==> config.mk <==
export PLATFORM = sky130hd
export DESIGN_NAME = sel_arb_mux_flat
export DESIGN_NICKNAME = d
export VERILOG_FILES = /design/src/rtl/sel_arb_mux_if.sv /design/src/rtl/sel_arb_mux.sv /design/src/flat_wrapper.sv
export SDC_FILE = /design/constraint.sdc
export NUM_CORES = 1
export LEC_CHECK = 0
export ABC_AREA = 1
export BUFFER_PORTS_ARGS = -buffer_cell sky130_fd_sc_hd__buf_2
export CORE_UTILIZATION = 41
export CTS_BUF_LIST = sky130_fd_sc_hd__clkbuf_2
export DETAILED_ROUTE_END_ITERATION = 8
export HOLD_SLACK_MARGIN = 0.05
export PLACE_DENSITY = 0.76
export SETUP_SLACK_MARGIN = 0.2
export SLEW_MARGIN = 20
export SYNTH_ARGS = -nofsm -noshare
export SYNTH_HDL_FRONTEND = slang
export SYNTH_SLANG_ARGS = --single-unit
==> constraint.sdc <==
create_clock -name clk -period 3.45 [get_ports clk]
set_input_delay 0.1725 -clock clk [delete_from_list [all_inputs] [get_ports clk]]
set_output_delay 0.1725 -clock clk [all_outputs]
set_load 0.05 [all_outputs]
==> src/rtl/sel_arb_mux_if.sv <==
// sel_arb_mux_if: channel inputs and registered output handshake bundle.
`timescale 1ns/1ps
interface sel_arb_mux_if #(
   parameter int WIDTH = 5,
   parameter int CH    = 3,
   parameter int SELW  = 2
);
   logic                  mode;
   logic [SELW-1:0]       sel;
   logic [CH-1:0]         in_valid;
   logic [CH*WIDTH-1:0]   in_data;
   logic [CH-1:0]         in_ready;
   logic                  out_valid;
   logic [WIDTH-1:0]      out_data;
   logic [SELW-1:0]       out_ch;
   logic                  out_ready;

   modport master (
      output mode, sel, in_valid, in_data, out_ready,
      input  in_ready, out_valid, out_data, out_ch
   );

   modport slave (
      input  mode, sel, in_valid, in_data, out_ready,
      output in_ready, out_valid, out_data, out_ch
   );
endinterface

==> src/rtl/sel_arb_mux.sv <==
// sel_arb_mux: registered CH:1 selector, explicit or round-robin grant.
// Define SEL_ARB_MUX_CNT_EN to add the 16-bit xfer_cnt transfer counter.
`timescale 1ns/1ps
module sel_arb_mux #(
   parameter int WIDTH = 5,
   parameter int CH    = 3,
   parameter int SELW  = 2
) (
   input  logic         clk,
   input  logic         rst_n,
`ifdef SEL_ARB_MUX_CNT_EN
   output logic [15:0]  xfer_cnt,
`endif
   sel_arb_mux_if.slave bus
);
   localparam int NS = 2**SELW;

   logic [NS-1:0]    vld;
   logic [WIDTH-1:0] dat [NS];
   logic [SELW-1:0]  ptr;
   logic [SELW-1:0]  rr_g;
   logic [SELW-1:0]  ex_g;
   logic [SELW-1:0]  g;
   logic [SELW:0]    idx;
   logic             rr_hit;
   logic             gnt_ok;
   logic             load;
   logic             xfer;
   logic             ov;
   logic [WIDTH-1:0] od;
   logic [SELW-1:0]  oc;

   // Pad channels to the full select range so any code indexes safely.
   always_comb begin
      vld = '0;
      vld[CH-1:0] = bus.in_valid;
      for (int i = 0; i < NS; i++) dat[i] = '0;
      for (int i = 0; i < CH; i++) dat[i] = bus.in_data[i*WIDTH +: WIDTH];
   end

   always_comb begin
      rr_g   = '0;
      rr_hit = 1'b0;
      idx    = '0;
      for (int k = 1; k <= CH; k++) begin
         idx = {1'b0, ptr} + (SELW+1)'(k);
         if (idx >= (SELW+1)'(CH)) idx = idx - (SELW+1)'(CH);
         if (!rr_hit && vld[idx[SELW-1:0]]) begin
            rr_hit = 1'b1;
            rr_g   = idx[SELW-1:0];
         end
      end
   end

   assign ex_g   = ({1'b0, bus.sel} < (SELW+1)'(CH)) ? bus.sel : '0;
   assign g      = bus.mode ? rr_g : ex_g;
   assign gnt_ok = bus.mode ? rr_hit : 1'b1;
   assign load   = !ov || bus.out_ready;
   assign xfer   = load && vld[g];

   always_comb begin
      bus.in_ready = '0;
      for (int i = 0; i < CH; i++)
         bus.in_ready[i] = rst_n && load && gnt_ok && (g == SELW'(i));
   end

   always_ff @(posedge clk or negedge rst_n) begin
      if (!rst_n) begin
         ov  <= 1'b0;
         od  <= '0;
         oc  <= '0;
         ptr <= SELW'(CH-1);
      end else if (load) begin
         ov <= xfer;
         if (xfer) begin
            od <= dat[g];
            oc <= g;
            if (bus.mode) ptr <= g;
         end
      end
   end

`ifdef SEL_ARB_MUX_CNT_EN
   always_ff @(posedge clk or negedge rst_n) begin
      if (!rst_n)    xfer_cnt <= '0;
      else if (xfer) xfer_cnt <= xfer_cnt + 16'd1;
   end
`endif

   assign bus.out_valid = ov;
   assign bus.out_data  = od;
   assign bus.out_ch    = oc;
endmodule

==> src/flat_wrapper.sv <==
// flat-port wrapper written by rule: the top's interface ports become plain ports
module sel_arb_mux_flat 
#(
   parameter int WIDTH = 5,
   parameter int CH    = 3,
   parameter int SELW  = 2
)
  (clk, rst_n, bus_mode, bus_sel, bus_in_valid, bus_in_data, bus_out_ready, bus_in_ready, bus_out_valid, bus_out_data, bus_out_ch);
  sel_arb_mux_if #(.WIDTH(WIDTH), .CH(CH), .SELW(SELW)) bus_i ();
  input  logic clk;
  input  logic rst_n;
  input wire logic [$bits(bus_i.mode)-1:0] bus_mode;
  input wire logic [$bits(bus_i.sel)-1:0] bus_sel;
  input wire logic [$bits(bus_i.in_valid)-1:0] bus_in_valid;
  input wire logic [$bits(bus_i.in_data)-1:0] bus_in_data;
  input wire logic [$bits(bus_i.out_ready)-1:0] bus_out_ready;
  output wire logic [$bits(bus_i.in_ready)-1:0] bus_in_ready;
  output wire logic [$bits(bus_i.out_valid)-1:0] bus_out_valid;
  output wire logic [$bits(bus_i.out_data)-1:0] bus_out_data;
  output wire logic [$bits(bus_i.out_ch)-1:0] bus_out_ch;
  assign bus_i.mode = bus_mode;
  assign bus_i.sel = bus_sel;
  assign bus_i.in_valid = bus_in_valid;
  assign bus_i.in_data = bus_in_data;
  assign bus_i.out_ready = bus_out_ready;
  assign bus_in_ready = bus_i.in_ready;
  assign bus_out_valid = bus_i.out_valid;
  assign bus_out_data = bus_i.out_data;
  assign bus_out_ch = bus_i.out_ch;
  sel_arb_mux #(.WIDTH(WIDTH), .CH(CH), .SELW(SELW)) u_core (.clk(clk), .rst_n(rst_n), .bus(bus_i));
endmodule
==> qor.yml <==
outcome: "completed"
rsz0062_at_grt: "no"
worst_setup_path_endpoint: "bus_in_ready[0]"
leakage_nw: 0.750
grt_remaining_overflow: 0
syn_area_sq_mm: 0.00106
row_count: 18
clk_root_buffer_cell: "sky130_fd_sc_hd__clkbuf_2"
met2RoutedLength_um: 1170
syn_nets: 188
num_io_pins: 35
leading_cell_type_in_the_layout_fill_and_taps_excluded: "sky130_fd_sc_hd__nand2_1"
dieWidth_um: 52.8
min_period_over_period_pct: 83.9
cts_max_level: 1
route.final.wire_length_um: 2340
die-area_sq_mm: 0.00279
drt.antenna.violating_nets: 0
netlist-cell-type-count: 25
hp-class: "in2reg"
maxSlewHeadroom_pct: 72.5
clock_skew_ns: 0.00533
final-max-slew-violation-count: 0
wire_per_inst_um: 10.4
cp_slowest_cell: "sky130_fd_sc_hd__dfstp_2"
crit_path_arrival_time_ns: 2.72
worstSkewPairLatency_ns: 0.25
final.fill_count: 255
finalSetupTns_ns: 0
critPathKind: "reg2out"
initial_core_util_pct: 43.1
detail_route.wirelength.met1_um: 1060
post_route_cells_drive_above_1_share_pct: 30.8
worst_r2r_path_depth: 14
crit_path_start_kind: "flip-flop"
grt_antenna_before_repair: 0
post_cts_resize_count: 0
post_dp_hpwl_um: 1920
cts-buffers-inserted: 3
num_vias: 1084
timing_worst_slew_pin_value_ns: 0.412
globalRouteTotalUtil_pct: 19.2
postPlaceCellArea_sq_mm: 0.00124
preCtsSetupSlack_ns: 0.857
worst_setup_path_start: "u_core.ptr[1]$_DFFE_PN1P_"
wl_met3_um: 98
drtIter0Drc: 29
endpoint_required_time_on_the_critical_path_ns: 3.28
synth.yosys.seq_area_share_pct: 23.8
maximum_resistive_drop_on_vdd_v: 0.000749
setup_slack_ns: 0.556
max-cap-violations: 0
dp_cells: 220
end_kind: "primary output"
drt_drc_violations_left: 0
r2r_end: "u_core.bus.out_data[3]$_DFFE_PN0P_"
regToRegStartpoint: "u_core.ptr[1]$_DFFE_PN1P_"
gp_congestion: 0.848
highest_layer: "met4"
largest_buffer_count_on_any_clock_path: 2
cts.sinks: 10
final_cell_mix: "65 x sky130_fd_sc_hd__nand2_1, 34 x sky130_fd_sc_hd__buf_2, 19 x sky130_fd_sc_hd__nand3_1, 16 x sky130_fd_sc_hd__inv_1"
route.detailed.vias_per_inst: 4.82
yosys_register_bits: 10
power_per_cell_area_mw_per_mm2: 937
design.final.nets: 224
final-instance-count-excl-fill: 225
average_footprint_of_a_synthesized_cell_sq_um: 6.62
clkTransAtPathRegs_ns: 0.10
coreArea_sq_mm: 0.00245
yosys_warnings: 0
regToRegSetupSlack_ns: 0.88
global_route_wire_length_before_repair_um: 3950
finalHoldViolations: 0
cts_setup_buffers: 0
critPathMaxStageDelay_ns: 0.57
first_global_vias: 981
numPortBuffers: 34
tritoncts: "done"
maximum_number_of_pins_on_one_net_before_global_route_repair: 12
critPathMaxFanout: 11
path_common_cell: "sky130_fd_sc_hd__nand2_1"
postSynthCellCount: 160
achievable-frequency_mhz: 346
post-route-cell-area_sq_mm: 0.00127
drt_first_pass_iters: 5
timing.final.setup_violations: 0
period_needed_ns: 2.89
area_delta_synth_final_pct: 20.0
antenna_cells: 0
die_height_um: 52.8
timing.critical_path.cells: "inv_1, ha_1, inv_4, o21ai_1, nand2_1, nand2_4, nor2_8, nand2_1, nand3_1, nand2_1, nand2_1, nor2_1, buf_2"
==> timing repair <==
item | in CTS | in global routing
hold buffers | 1 | 0
endpoints found under the hold margin | 10 | 0
endpoints found under the setup margin | 0 | 0
==> where the power goes <==
part | switching, mW | internal [mW] | total (mW)
sequential | 0.0342 | 0.172 | 0.207
combinational | 0.652 | 0.266 | 0.918
clock | 0.0402 | 0.0252 | 0.0653
total | 0.726 | 0.464 | 1.19
==> registers in the layout (all words and copies together), names as in the netlist <==
| name | count |
|---|---|
| u_core.bus.out_valid | 1 |
| u_core.bus.out_data | 5 |
| u_core.ptr | 2 |
| u_core.bus.out_ch | 2 |
==> final cells by class <==
cell class | instances | area, sq um | share of cell area (%)
clock inverter | 1 | 3.75 | 0.296
tap | 30 | 37.5 | 2.96
sequential | 10 | 251 | 19.8
inverter | 19 | 73.8 | 5.81
clock buffer | 3 | 15.0 | 1.18
timing repair buffer | 35 | 180 | 14.2
multi-input combinational | 127 | 708 | 55.8
==> cells by family after synthesis <==
logic type / count (synthesis) / synth area share, %
AOI/OAI and AO/OA: 10 / 6.74
adders and majority gates: 4 / 4.73
buffers and inverters: 23 / 9.34
DFF: 10 / 23.8
and+or+nand+nor: 113 / 55.4
==> synthesized netlist by cell type (all sizes together) <==
| cell | count | area [sq um] |
|---|---|---|
| o21bai | 1 | 18.8 |
| nand3 | 23 | 143 |
| dfstp | 1 | 26.3 |
| nor3 | 1 | 10.0 |
| inv | 19 | 73.8 |
| a41oi | 1 | 8.76 |
| nand4 | 3 | 18.8 |
| ha | 4 | 50.1 |
| nand2 | 73 | 319 |
| dfrtp | 9 | 225 |
| nor2 | 13 | 96.3 |
| buf | 4 | 25.0 |
| o21ai | 8 | 43.8 |
==> metrics by stage <==
stage	utilization, %	power (mW)	hold slack (ns)
after global routing	51.7	1.30	0.266
after detailed placement	50.6	1.13	0.0491
after global placement	50.6	1.12	0.0442
after CTS	51.7	1.20	0.241
after floorplan	-	0.975	-0.123
final	51.7	1.19	0.250
==> routing by layer <==
metal | track usage (%) | vias up
met4 | 1.32 | 0
li1 | - | 573
met5 | 0 | -
met3 | 4.35 | 2
met2 | 35.9 | 34
met1 | 22.8 | 475
==> how the worst min path moves through the flow <==
stage / end / cells past startpoint / startpoint / slack, ns
floorplan: u_core.bus.out_ch[0]$_DFFE_PN0P_ / 0 / rst_n / -0.12
global placement: u_core.bus.out_valid$_DFFE_PN0N_ / 1 / rst_n / 0.04
detailed placement: u_core.bus.out_data[2]$_DFFE_PN0P_ / 1 / rst_n / 0.05
CTS: u_core.bus.out_data[0]$_DFFE_PN0P_ / 5 / bus_in_data[10] / 0.24
global route: u_core.bus.out_data[0]$_DFFE_PN0P_ / 5 / bus_in_data[10] / 0.27
finish: u_core.bus.out_data[0]$_DFFE_PN0P_ / 5 / bus_in_data[10] / 0.25
==> worst max-delay path, delay by kind of cell, from the launching register on <==
family	cells	cell delay (ns)
compound gates	1	0.09
flops	1	0.57
simple gates	8	0.92
buf+inv	3	0.42
fa+ha+maj	1	0.47
(Power assumes the default switching activity.)
